[src/rtl/bmem_arbiter_pkg.sv]
// -----------------------------------------------------------------------------
// bmem_arbiter_pkg
//   Shared definitions for the burst-memory request path: bus widths, the
//   default read burst length and the arbiter state encoding. The memory
//   controller imports the same package so both sides agree on widths and
//   burst length.
// -----------------------------------------------------------------------------
package bmem_arbiter_pkg;

    localparam int ADDR_W       = 32;
    localparam int DATA_W       = 64;
    localparam int RD_BEATS_DEF = 4;
    localparam int BEAT_CNT_W   = 3;

    typedef enum logic [1:0] {
        IDLE       = 2'd0,
        RD_BUSY    = 2'd1,
        WR_BUSY    = 2'd2,
        WR_RELEASE = 2'd3
    } bmem_state_e;

endpackage

[src/rtl/bmem_arbiter_if.sv]
// -----------------------------------------------------------------------------
// bmem_arbiter_if
//   One burst-memory request/response channel.
//   Request  (master -> slave): addr, read, write, wdata
//   Response (slave -> master): ready, raddr, rdata, rvalid, wburst_counter
//   A requester port uses the master modport; the arbiter sees each requester
//   through the slave modport and drives the memory controller through the
//   master modport.
// -----------------------------------------------------------------------------
interface bmem_arbiter_if;
    import bmem_arbiter_pkg::*;

    logic [ADDR_W-1:0] addr;
    logic              read;
    logic              write;
    logic [DATA_W-1:0] wdata;

    logic              ready;
    logic [ADDR_W-1:0] raddr;
    logic [DATA_W-1:0] rdata;
    logic              rvalid;
    logic              wburst_counter;

    modport master (
        output addr, read, write, wdata,
        input  ready, raddr, rdata, rvalid, wburst_counter
    );

    modport slave (
        input  addr, read, write, wdata,
        output ready, raddr, rdata, rvalid, wburst_counter
    );

endinterface

[src/rtl/bmem_arbiter.sv]
// -----------------------------------------------------------------------------
// bmem_arbiter
//   Two-requester round-robin arbiter in front of one burst memory controller.
//   Ports:
//     clk, rst : clock, synchronous active-high reset
//     p0, p1   : requester channels (slave side)
//     m        : memory controller channel (master side)
//   Parameter:
//     RD_BEATS : rvalid pulses that make up one read burst
//   In IDLE the winner's request is passed straight through so the controller
//   can latch it the same cycle; once accepted the grant is held until the read
//   burst completes or the write is acknowledged and the requester releases it.
// -----------------------------------------------------------------------------
module bmem_arbiter
    import bmem_arbiter_pkg::*;
#(
    parameter int RD_BEATS = RD_BEATS_DEF
) (
    input  logic           clk,
    input  logic           rst,
    bmem_arbiter_if.slave  p0,
    bmem_arbiter_if.slave  p1,
    bmem_arbiter_if.master m
);

    bmem_state_e           state_q, state_d;
    logic                  grant_q, grant_d;
    logic                  last_grant_q, last_grant_d;
    logic [BEAT_CNT_W-1:0] beat_cnt_q, beat_cnt_d;

    logic                  req0, req1, any_req;
    logic                  winner, sel, accept;
    logic [ADDR_W-1:0]     sel_addr;
    logic [DATA_W-1:0]     sel_wdata;
    logic                  sel_read, sel_write;

    // Round-robin pick and request selection
    always_comb begin
        req0    = p0.read | p0.write;
        req1    = p1.read | p1.write;
        any_req = req0 | req1;
        // On a tie the port that did not win last time goes; otherwise the lone
        // requester (or port 0 when nobody asks, which is never used).
        if (req0 && req1) winner = ~last_grant_q;
        else              winner = req1;
        sel       = (state_q == IDLE) ? winner : grant_q;
        sel_addr  = sel ? p1.addr  : p0.addr;
        sel_wdata = sel ? p1.wdata : p0.wdata;
        sel_read  = sel ? p1.read  : p0.read;
        sel_write = sel ? p1.write : p0.write;
        accept    = (state_q == IDLE) && any_req && m.ready;
    end

    // Next-state logic
    always_comb begin
        state_d      = state_q;
        grant_d      = grant_q;
        last_grant_d = last_grant_q;
        beat_cnt_d   = beat_cnt_q;
        case (state_q)
            IDLE: begin
                if (accept) begin
                    grant_d      = winner;
                    last_grant_d = winner;
                    beat_cnt_d   = '0;
                    // read+write together is a write
                    state_d      = sel_write ? WR_BUSY : RD_BUSY;
                end
            end
            RD_BUSY: begin
                if (m.rvalid) begin
                    if (beat_cnt_q == BEAT_CNT_W'(RD_BEATS - 1)) state_d = IDLE;
                    // saturate rather than wrap
                    if (beat_cnt_q != '1) beat_cnt_d = beat_cnt_q + 1'b1;
                end
            end
            WR_BUSY: begin
                if (m.ready) state_d = WR_RELEASE;
            end
            WR_RELEASE: begin
                if (!sel_write) state_d = IDLE;
            end
            default: state_d = IDLE;
        endcase
    end

    // State register
    always_ff @(posedge clk) begin
        if (rst) begin
            state_q      <= IDLE;
            grant_q      <= 1'b0;
            last_grant_q <= 1'b1;
            beat_cnt_q   <= '0;
        end else begin
            state_q      <= state_d;
            grant_q      <= grant_d;
            last_grant_q <= last_grant_d;
            beat_cnt_q   <= beat_cnt_d;
        end
    end

    // Output logic; everything is forced low while rst is held
    always_comb begin
        m.addr            = '0;
        m.read            = 1'b0;
        m.write           = 1'b0;
        m.wdata           = '0;
        p0.ready          = 1'b0;
        p0.raddr          = '0;
        p0.rdata          = '0;
        p0.rvalid         = 1'b0;
        p0.wburst_counter = 1'b0;
        p1.ready          = 1'b0;
        p1.raddr          = '0;
        p1.rdata          = '0;
        p1.rvalid         = 1'b0;
        p1.wburst_counter = 1'b0;
        if (!rst) begin
            if (state_q != IDLE || any_req) begin
                m.addr  = sel_addr;
                m.wdata = sel_wdata;
                m.write = sel_write;
                m.read  = sel_read & ~sel_write;
            end
            if (state_q == IDLE) begin
                // Only ready reaches the winner; stray rvalid is dropped here.
                if (any_req) begin
                    if (winner) p1.ready = m.ready;
                    else        p0.ready = m.ready;
                end
            end else if (grant_q) begin
                p1.ready          = m.ready;
                p1.raddr          = m.raddr;
                p1.rdata          = m.rdata;
                p1.rvalid         = m.rvalid;
                p1.wburst_counter = m.wburst_counter;
            end else begin
                p0.ready          = m.ready;
                p0.raddr          = m.raddr;
                p0.rdata          = m.rdata;
                p0.rvalid         = m.rvalid;
                p0.wburst_counter = m.wburst_counter;
            end
        end
    end

endmodule

[src/flat_wrapper.sv]
// flat-port wrapper written by rule: the top's interface ports become plain ports
module bmem_arbiter_flat import bmem_arbiter_pkg::*;
#(
    parameter int RD_BEATS = RD_BEATS_DEF
)
  (clk, rst, p0_addr, p0_read, p0_write, p0_wdata, p0_ready, p0_raddr, p0_rdata, p0_rvalid, p0_wburst_counter, p1_addr, p1_read, p1_write, p1_wdata, p1_ready, p1_raddr, p1_rdata, p1_rvalid, p1_wburst_counter, m_addr, m_read, m_write, m_wdata, m_ready, m_raddr, m_rdata, m_rvalid, m_wburst_counter);
  bmem_arbiter_if p0_i ();
  bmem_arbiter_if p1_i ();
  bmem_arbiter_if m_i ();
  input  logic clk;
  input  logic rst;
  input wire logic [$bits(p0_i.addr)-1:0] p0_addr;
  input wire logic [$bits(p0_i.read)-1:0] p0_read;
  input wire logic [$bits(p0_i.write)-1:0] p0_write;
  input wire logic [$bits(p0_i.wdata)-1:0] p0_wdata;
  output wire logic [$bits(p0_i.ready)-1:0] p0_ready;
  output wire logic [$bits(p0_i.raddr)-1:0] p0_raddr;
  output wire logic [$bits(p0_i.rdata)-1:0] p0_rdata;
  output wire logic [$bits(p0_i.rvalid)-1:0] p0_rvalid;
  output wire logic [$bits(p0_i.wburst_counter)-1:0] p0_wburst_counter;
  input wire logic [$bits(p1_i.addr)-1:0] p1_addr;
  input wire logic [$bits(p1_i.read)-1:0] p1_read;
  input wire logic [$bits(p1_i.write)-1:0] p1_write;
  input wire logic [$bits(p1_i.wdata)-1:0] p1_wdata;
  output wire logic [$bits(p1_i.ready)-1:0] p1_ready;
  output wire logic [$bits(p1_i.raddr)-1:0] p1_raddr;
  output wire logic [$bits(p1_i.rdata)-1:0] p1_rdata;
  output wire logic [$bits(p1_i.rvalid)-1:0] p1_rvalid;
  output wire logic [$bits(p1_i.wburst_counter)-1:0] p1_wburst_counter;
  output wire logic [$bits(m_i.addr)-1:0] m_addr;
  output wire logic [$bits(m_i.read)-1:0] m_read;
  output wire logic [$bits(m_i.write)-1:0] m_write;
  output wire logic [$bits(m_i.wdata)-1:0] m_wdata;
  input wire logic [$bits(m_i.ready)-1:0] m_ready;
  input wire logic [$bits(m_i.raddr)-1:0] m_raddr;
  input wire logic [$bits(m_i.rdata)-1:0] m_rdata;
  input wire logic [$bits(m_i.rvalid)-1:0] m_rvalid;
  input wire logic [$bits(m_i.wburst_counter)-1:0] m_wburst_counter;
  assign p0_i.addr = p0_addr;
  assign p0_i.read = p0_read;
  assign p0_i.write = p0_write;
  assign p0_i.wdata = p0_wdata;
  assign p0_ready = p0_i.ready;
  assign p0_raddr = p0_i.raddr;
  assign p0_rdata = p0_i.rdata;
  assign p0_rvalid = p0_i.rvalid;
  assign p0_wburst_counter = p0_i.wburst_counter;
  assign p1_i.addr = p1_addr;
  assign p1_i.read = p1_read;
  assign p1_i.write = p1_write;
  assign p1_i.wdata = p1_wdata;
  assign p1_ready = p1_i.ready;
  assign p1_raddr = p1_i.raddr;
  assign p1_rdata = p1_i.rdata;
  assign p1_rvalid = p1_i.rvalid;
  assign p1_wburst_counter = p1_i.wburst_counter;
  assign m_addr = m_i.addr;
  assign m_read = m_i.read;
  assign m_write = m_i.write;
  assign m_wdata = m_i.wdata;
  assign m_i.ready = m_ready;
  assign m_i.raddr = m_raddr;
  assign m_i.rdata = m_rdata;
  assign m_i.rvalid = m_rvalid;
  assign m_i.wburst_counter = m_wburst_counter;
  bmem_arbiter #(.RD_BEATS(RD_BEATS)) u_core (.clk(clk), .rst(rst), .p0(p0_i), .p1(p1_i), .m(m_i));
endmodule
[config.mk]
export PLATFORM = sky130hd
export DESIGN_NAME = bmem_arbiter_flat
export DESIGN_NICKNAME = d
export VERILOG_FILES = /design/src/rtl/bmem_arbiter_pkg.sv /design/src/rtl/bmem_arbiter_if.sv /design/src/rtl/bmem_arbiter.sv /design/src/flat_wrapper.sv
export SDC_FILE = /design/constraint.sdc
export NUM_CORES = 1
export LEC_CHECK = 0
export BUFFER_PORTS_ARGS = -buffer_cell sky130_fd_sc_hd__buf_4
export CELL_PAD_IN_SITES_DETAIL_PLACEMENT = 0
export CELL_PAD_IN_SITES_GLOBAL_PLACEMENT = 2
export CORE_AREA = 2 2 228 230
export CTS_BUF_LIST = sky130_fd_sc_hd__clkbuf_4 sky130_fd_sc_hd__clkbuf_8
export CTS_CLUSTER_SIZE = 40
export DETAILED_ROUTE_END_ITERATION = 7
export DIE_AREA = 0 0 230 232
export PLACE_DENSITY_LB_ADDON = 0.08
export SYNTH_ARGS = -nofsm -noshare
export SYNTH_HDL_FRONTEND = slang
export SYNTH_SLANG_ARGS = --single-unit
[constraint.sdc]
create_clock -name clk -period 2.4 [get_ports clk]
set_input_delay 0.36 -clock clk [delete_from_list [all_inputs] [get_ports clk]]
set_output_delay 0.36 -clock clk [all_outputs]
set_load 0.02 [all_outputs]
==> flow_metrics.tcl, run 1 <==
set metrics [dict create \
    status "finished clean" \
    route.detailed.drc 0 \
    synthCells 508 \
    crit_chain "o21a_2 > a31oi_4 > buf_12 > buf_12 > mux2i_1 > nor2_1 > buf_4" \
    ioPinCount 593 \
    hold_viol 0 \
    worstMarginPinSlew_ns 0.522 \
    dp_hpwl_um 27500 \
    die-area_mm2 0.0534 \
    required_ns 2.04 \
    max_freq_mhz 436 \
    grt-ovfl-total 0 \
    fin_util_pct 17.6 \
    slowest_delay_ns 0.37 \
    post-place-ws_ns 0.113 \
    cp_max_fo 13 \
    hold_ws_ns 0.416 \
    grt_pass1_wl_um 43900 \
    end_kind "primary output" \
    h-tree-depth 1 \
    yosysSeqAreaShare_pct 4.20 \
    dpl_cell_area_mm2 0.00878 \
    async_flop_share_pct 0 \
    pwr_density_cell_mw_per_mm2 358 \
    fp.coreArea_mm2 0.0509 \
    grt_max_degree 99 \
    grt_usage_pct 11.1 \
    numPortBuffers 592 \
    fin_total_pwr_mw 3.20 \
    cts-hold-fix-buffers 0 \
    clockRootBuffer "clkbuf_8" \
    criticalPathCategory "reg -> out" \
    syn-num-nets 808 \
    syn_avg_cell_area_um2 6.57 \
    grt_pass1_vias 6120 \
    fp.dieW_um 230 \
    initial_utilization_pct 6.56 \
    critPathSlowestCell "dfxtp_1" \
    crit_buf_inv 3 \
    ant_nets 0 \
    row_count 83 \
    drive_gt1_share_pct 59.0 \
    layout_commonest_cell "buf_4" \
    gp_congestion 0.766 \
    synth_ff_type "dfxtp_1" \
    startpoint_type "flop" \
    ys_seq_elements 7 \
    vias 6000 \
    clock_latency_ns 0.22 \
    dp_cells 1751 \
    yosys_warnings 0 \
    finalWirelength_um 33000 \
    tns_ns 0 \
    synth.cell_area_mm2 0.00334 \
    firstDrtPassIters 4 \
    slew_violations 0 \
    arrival_ns 1.93 \
    final_nets 1385 \
    wl_per_cell_um 18.7 \
    antenna_found_initial 2 \
    crit_family "buffers and inverters" \
    peakVddDrop_uv 91.2 \
    fin_crit_sh_pct 95.6 \
    power.leakage_nw 5.38 \
    hold_class "in -> reg" \
    slew_headroom_pct 65.2 \
    yosysUniqueCellTypes 40 \
    setup_viol 0 \
    timing.max_cap.violations 0 \
    cpMostUsedCell "buf_12" \
    clock_sinks 7 \
    path_clk_slew_ns 0.04 \
    fin_ws_ns 0.106 \
    die_height_um 232 \
    viasPerCell 3.40 \
    cts_tree "built" \
    final_cell_mix "buf_4 (608), and3_1 (100), nor2_1 (100)" \
    clk_path_buf_depth 2 \
    fin_cells 1765 \
    syn_to_final_growth_pct 168 \
    synth-edff-count 0 \
    fin_skew_ns 0.000452 \
    final_area_mm2 0.00894 \
    cts_inserted_buffers 3 \
    period_needed_ns 2.29 \
    dr.first_iter.drc_count 145 \
]
per-layer routing:
layer  up-vias  global-route usage (%)  wire (um)
met5         -                       0         20
met3        10                    4.06       3280
li1       2880                       -          -
met4         2                    1.09        176
met2       349                    23.0      18700
met1      2759                    10.4      10900
worst paths after layout:
path	from	to	slack [ns]	cells after the start
min reg2reg	u_core.beat_cnt_q[1]	u_core.beat_cnt_q[1]	0.48	2
max reg2reg	u_core.beat_cnt_q[0]	u_core.beat_cnt_q[1]	0.55	6
max	u_core.state_q[0]	m_wdata[57]	0.11	7
min	rst	u_core.beat_cnt_q[2]	0.42	2
registers in the layout (all words and copies together) (netlist names):
register and count:
u_core.beat_cnt_q 3, u_core.grant_q 1, u_core.last_grant_q 1, u_core.state_q 2
area by class of cell:
class                           count  area, um2
Tap cell                          680        851
Antenna cell                        1       2.50
Multi-Input combinational cell    442       2940
Fill cell                        5856      41900
Timing Repair Buffer              627       4950
Clock buffer                        4       48.8
Sequential cell                     7        141
Inverter                            4       15.0
cells in the mapped netlist (all sizes together) (2+ instances only):
master    n  area (um2)
a21oi     4        20.0
nand3     2        10.0
nor3      2        15.0
nor2    101         379
buf      21         148
clkbuf   34         130
inv       4        15.0
ha        3        37.5
dfxtp     7         140
nand2b    2        12.5
mux2i    98         981
and2     99         619
o21ai     4        20.0
and3    100         626
o211ai    2        15.0
nand2     8        30.0
or4       2        15.0
report_power, final:
group          switching, mW  internal [mW]
sequential            0.0216          0.131
combinational           1.48           1.40
clock                 0.0492          0.126
total                   1.55           1.66
cell families (layout without fill, tap and decap cells):
kind of cell	Yosys count	count (layout)	share of synthesized area [%]
muxes	98	98	29.4
buffers and inverters	59	635	8.78
DFF	7	7	4.20
AOI/OAI and AO/OA	19	19	3.94
and+or+nand+nor	322	322	52.6
other	0	1	0
adders and majority gates	3	3	1.13
what timing repair did:
action	4_1_cts	5_1_grt
gates cloned	0	2
pin swaps	0	1
resized for setup	2	2
buffers inserted	0	7
endpoints found under the setup margin	47	22
Note: power is estimated with default switching activity, not from simulation.
==> run 2, diff against run 1 <==
==> constraint.sdc (replaced) <==
create_clock -name clk -period 2.4 [get_ports clk]
set_input_delay 0.36 -clock clk [delete_from_list [all_inputs] [get_ports clk]]
set_output_delay 0.36 -clock clk [all_outputs]
set_load 0.1 [all_outputs]
==> flow_metrics.tcl, run 2 (same netlist as run 1, synthesis figures left out) <==
set metrics [dict create \
    status "finished clean" \
    route.detailed.drc 0 \
    crit_start "u_core.state_q[1]" \
    r2r_slack_ns 0.56 \
    fin_total_pwr_mw 6.03 \
    grt_usage_pct 11.6 \
    timing.max_cap.violations 0 \
    drive_gt1_share_pct 72.5 \
    hold_class "in -> reg" \
    layout_commonest_cell "buf_4" \
    ant_nets 0 \
    final_area_mm2 0.00989 \
    finalWirelength_um 33800 \
    required_ns 2.04 \
    period_needed_ns 2.37 \
    row_count 83 \
    power.leakage_nw 5.39 \
    cp_max_fo 13 \
    criticalPathCategory "reg -> out" \
    antenna_found_initial 5 \
    hold_viol 0 \
    peakVddDrop_uv 201 \
    end_kind "primary output" \
    dr.first_iter.drc_count 144 \
    fp.dieW_um 230 \
    die_height_um 232 \
    slew_violations 0 \
    clockRootBuffer "clkbuf_8" \
    tns_ns 0 \
    gp_congestion 0.781 \
    pwr_density_cell_mw_per_mm2 609 \
    viasPerCell 3.35 \
    clock_sinks 7 \
    fin_util_pct 19.4 \
    dp_hpwl_um 29300 \
    top_regs "u_core.beat_cnt_q (3), u_core.state_q (2)" \
    dpl_cell_area_mm2 0.00916 \
    grt_setup_unrepaired "true" \
    ioPinCount 593 \
    firstDrtPassIters 4 \
    h-tree-depth 1 \
    cts-hold-fix-buffers 0 \
    fin_skew_ns 0.00112 \
    r2r-start "u_core.beat_cnt_q[0]" \
    startpoint_type "flop" \
    numPortBuffers 592 \
    syn_to_final_growth_pct 197 \
    initial_utilization_pct 6.56 \
    fin_crit_sh_pct 98.6 \
    die-area_mm2 0.0534 \
    fp.coreArea_mm2 0.0509 \
    rr_worst_depth 6 \
    max_freq_mhz 423 \
    worstMarginPinSlew_ns 0.488 \
    hold_depth 2 \
    grt_pass1_wl_um 45600 \
    arrival_ns 2.01 \
    grt_max_degree 99 \
    top_register "u_core.beat_cnt_q" \
    largest_reg_flops 3 \
    grt-ovfl-total 0 \
    slew_headroom_pct 67.5 \
    wl_per_cell_um 18.9 \
    clock_latency_ns 0.23 \
    final_cell_mix "buf_4 (559), and3_1 (100), and2_1 (99)" \
    final_nets 1399 \
    path_clk_slew_ns 0.04 \
    cts_tree "built" \
    grt_pass1_vias 6184 \
    endpoint "m_addr[26]" \
    clk_path_buf_depth 2 \
    setup_viol 0 \
    vias 5962 \
    cts_inserted_buffers 3 \
    worstReg2RegEnd "u_core.beat_cnt_q[1]" \
]
-- run 2: changes by cell type in the layout (fill, tap and decap cells not counted), sizes merged --
cell	change
buf	+15
clkbuf	-2
diode	+3
bufbuf	+1
-- run 2: metal layers --
metal / share of wire, % / global-route usage [%] / up-vias
met3: 9.4 / 4.24 / 12
met1: 33 / 10.9 / 2724
met5: 0.030 / 0 / -
li1: - / - / 2910
met4: 0.81 / 1.63 / 2
met2: 57 / 24.0 / 314
-- run 2: critical path, stage by stage, from the launching register on --
cell and delay, ns:
dfxtp_2 0.35, o21a_4 0.25, a31oi_4 0.16, buf_12 0.14, buf_12 0.15, buf_16 0.19, mux2i_4 0.28, nor2_2 0.06
buf_6 0.19
-- run 2: worst min-delay path by stage --
stage / from / endpoint / slack [ns]
4_1_cts: rst / u_core.beat_cnt_q[2] / 0.42
6_report: rst / u_core.beat_cnt_q[2] / 0.41
5_1_grt: rst / u_core.beat_cnt_q[2] / 0.42
2_1_floorplan: u_core.beat_cnt_q[1] / u_core.beat_cnt_q[1] / 0.45
3_5_place_dp: u_core.beat_cnt_q[1] / u_core.beat_cnt_q[1] / 0.47
3_3_place_gp: u_core.beat_cnt_q[1] / u_core.beat_cnt_q[1] / 0.47
-- run 2: metrics by stage --
| step | setup slack (ns) | std cells | hold WS [ns] |
|---|---|---|---|
| final | 0.0338 | 1782 | 0.411 |
| after global routing | -0.0376 | 1782 | 0.419 |
| after CTS | 0.000298 | 1773 | 0.420 |
| after detailed placement | -0.0351 | 1767 | 0.474 |
| after global placement | -0.0367 | 1767 | 0.469 |
| after floorplan | -0.308 | 508 | 0.453 |
-- run 2: final cells by class --
class                   instances  area [um2]
diodes                          4        10.0
flip-flops and latches          7         143
multi-input cells             442        3430
well taps                     680         851
inverters                       4        15.0
fillers                      5835       41000
repair buffers                641        5390
clock buffers                   4        48.8
-- run 2: what timing repair did --
| item | CTS | global route |
|---|---|---|
| gates cloned | 1 | 0 |
| setup buffers | 1 | 5 |
| pin swaps | 1 | 0 |
| endpoints found under the setup margin | 102 | 98 |
| resized for setup | 31 | 109 |
-- run 2: where the power goes --
group / internal (mW) / switching (mW) / total [mW]
logic: 1.72 / 3.97 / 5.69
registers: 0.132 / 0.0234 / 0.156
clock network: 0.127 / 0.0550 / 0.182
total: 1.98 / 4.05 / 6.03
==> run 3, diff against run 2 <==
--- a/config.mk
+++ b/config.mk
@@ -5,7 +5,7 @@
 export SDC_FILE = /design/constraint.sdc
 export NUM_CORES = 1
 export LEC_CHECK = 0
-export BUFFER_PORTS_ARGS = -buffer_cell sky130_fd_sc_hd__buf_4
+export BUFFER_PORTS_ARGS = -buffer_cell sky130_fd_sc_hd__buf_2
 export CELL_PAD_IN_SITES_DETAIL_PLACEMENT = 0
 export CELL_PAD_IN_SITES_GLOBAL_PLACEMENT = 2
 export CORE_AREA = 2 2 228 230
==> constraint.sdc (replaced) <==
create_clock -name clk -period 2 [get_ports clk]
set_input_delay 0.3 -clock clk [delete_from_list [all_inputs] [get_ports clk]]
set_output_delay 0.3 -clock clk [all_outputs]
set_load 0.1 [all_outputs]
==> flow_metrics.tcl, run 3 (same netlist as run 1, synthesis figures left out) <==
set metrics [dict create \
    hold_viol 0 \
    layout_commonest_cell "buf_12" \
    antenna_found_initial 11 \
    wl_per_cell_um 19.6 \
    period_needed_ns 2.25 \
    fin_skew_ns 0.00438 \
    clockRootBuffer "clkbuf_8" \
    cts_inserted_buffers 3 \
    pwr_density_cell_mw_per_mm2 648 \
    cts_tree "built" \
    route.detailed.drc 0 \
    grt_usage_pct 12.5 \
    viasPerCell 3.46 \
    setup_viol 228 \
    top_register "u_core.beat_cnt_q" \
    worstMarginPinSlew_ns 0.354 \
    clock_latency_ns 0.23 \
    row_count 83 \
    intPower_mw 3.91 \
    clk_path_buf_depth 2 \
    nFillCells 5344 \
    max_freq_mhz 445 \
    fin_ws_ns -0.245 \
    hold_class "in -> reg" \
    top_regs "u_core.beat_cnt_q (3), u_core.state_q (2)" \
    h-tree-depth 1 \
    grt-ovfl-total 0 \
    clock_sinks 7 \
    post-place-ws_ns -0.300 \
    swShare_pct 58.2 \
    criticalPathCategory "reg -> out" \
    end_kind "primary output" \
    grt_pass1_vias 6672 \
    fp.coreArea_mm2 0.0509 \
    violations "setup timing" \
    initial_utilization_pct 6.56 \
    cp_max_fo 8 \
    slew_headroom_pct 76.2 \
    p_switching_mw 5.45 \
    firstDrtPassIters 4 \
    peakVddDrop_uv 224 \
    timing.max_cap.violations 0 \
    power_frac_seq_pct 1.9 \
    grt_max_degree 33 \
    dp_hpwl_um 31000 \
    ant_nets 0 \
    p_comb_share_pct 95.8 \
    drive_gt1_share_pct 91.5 \
    finalWirelength_um 36000 \
    die-area_mm2 0.0534 \
    gp_congestion 0.776 \
    path_clk_slew_ns 0.04 \
    power.leakage_nw 6.33 \
    numPortBuffers 592 \
    dr.first_iter.drc_count 97 \
    status "complete, but fails checks" \
    fp.dieW_um 230 \
    final_cell_mix "buf_12 (319), buf_2 (296), and2_2 (98)" \
    syn_to_final_growth_pct 333 \
    grt_setup_unrepaired "true" \
    die_height_um 232 \
    required_ns 1.70 \
    hold_ws_ns 0.443 \
    final_nets 1454 \
    vias 6347 \
    fin_crit_sh_pct 112 \
    largest_reg_flops 3 \
    arrival_ns 1.95 \
    startpoint_type "flop" \
    grt_pass1_wl_um 49000 \
    slew_violations 0 \
    ioPinCount 593 \
    p_clk_share_pct 2.3 \
]
==> run 3: changes by cell type in the layout (fill, tap and decap cells not counted), sizes merged <==
cell	previous run	this run
buf	640	689
bufbuf	1	3
clkbuf	4	8
diode	4	3
==> run 3: final timing paths <==
check,startpoint,slack (ns),endpoint,depth (start not counted)
hold / removal,rst,0.44,u_core.last_grant_q,3
hold reg to reg,u_core.beat_cnt_q[1],0.47,u_core.beat_cnt_q[1],2
setup / recovery,u_core.state_q[1],-0.25,m_addr[1],8
setup reg to reg,u_core.beat_cnt_q[0],0.20,u_core.beat_cnt_q[1],6
==> run 3: metrics by stage <==
step | total power [mW] | setup TNS, ns | cell area [um2] | util (%) | cells
global placement | 8.25 | -16.88 | 13000 | 25.6 | 1806
floorplan | 5.12 | -10.21 | 4300 | - | 508
CTS | 9.05 | -27.25 | 13900 | 27.3 | 1825
detailed placement | 8.22 | -17.79 | 13000 | 25.6 | 1806
finish | 9.35 | -25.43 | 14400 | 28.4 | 1836
global route | 9.68 | -46.27 | 14400 | 28.4 | 1835
==> run 3: metal layers <==
layer  global-route usage [%]  vias up  share of wire [%]
met5                        0        -              0.036
met4                     1.61        2               0.73
met3                     4.58       16                9.5
met2                     24.8      325                 56
met1                     12.6     2959                 33
li1                         -     3045                  -
==> run 3: final cells by class <==
class                           instances  area, um2  share of cell area (%)
Inverter                                4       15.0                   0.104
Tap cell                              680        851                    5.89
Sequential cell                         7        144                   0.997
Antenna cell                            3       7.51                  0.0520
Multi-Input combinational cell        442       4640                    32.2
Clock buffer                            4       48.8                   0.338
Timing Repair Buffer                  696       8720                    60.4
==> run 3: what timing repair did <==
item                                   in CTS  in global routing
endpoints found under the hold margin       0                  0
pin swaps                                   2                  4
buffers inserted                           13                  7
setup endpoints to repair                 239                279
resized for setup                         128                 72
cloned                                      3                  4
hold buffers                                0                  0
==> run 3: power groups by stage <==
stage | clock [mW] | sequential [mW] | combinational, mW
2_1_floorplan | 0 | 0.177 | 4.94
3_3_place_gp | 0 | 0.178 | 8.07
3_5_place_dp | 0 | 0.176 | 8.04
4_1_cts | 0.223 | 0.173 | 8.66
5_1_grt | 0.229 | 0.178 | 9.28
6_report | 0.214 | 0.176 | 8.96
==> run 3: critical path: stages (launching register included) <==
cell and delay, ns:
dfxtp_2 0.33, o21a_4 0.22, a31oi_4 0.18, buf_12 0.19
buf_12 0.13, buf_12 0.16, mux2i_2 0.25, nor2_2 0.07
buf_12 0.17
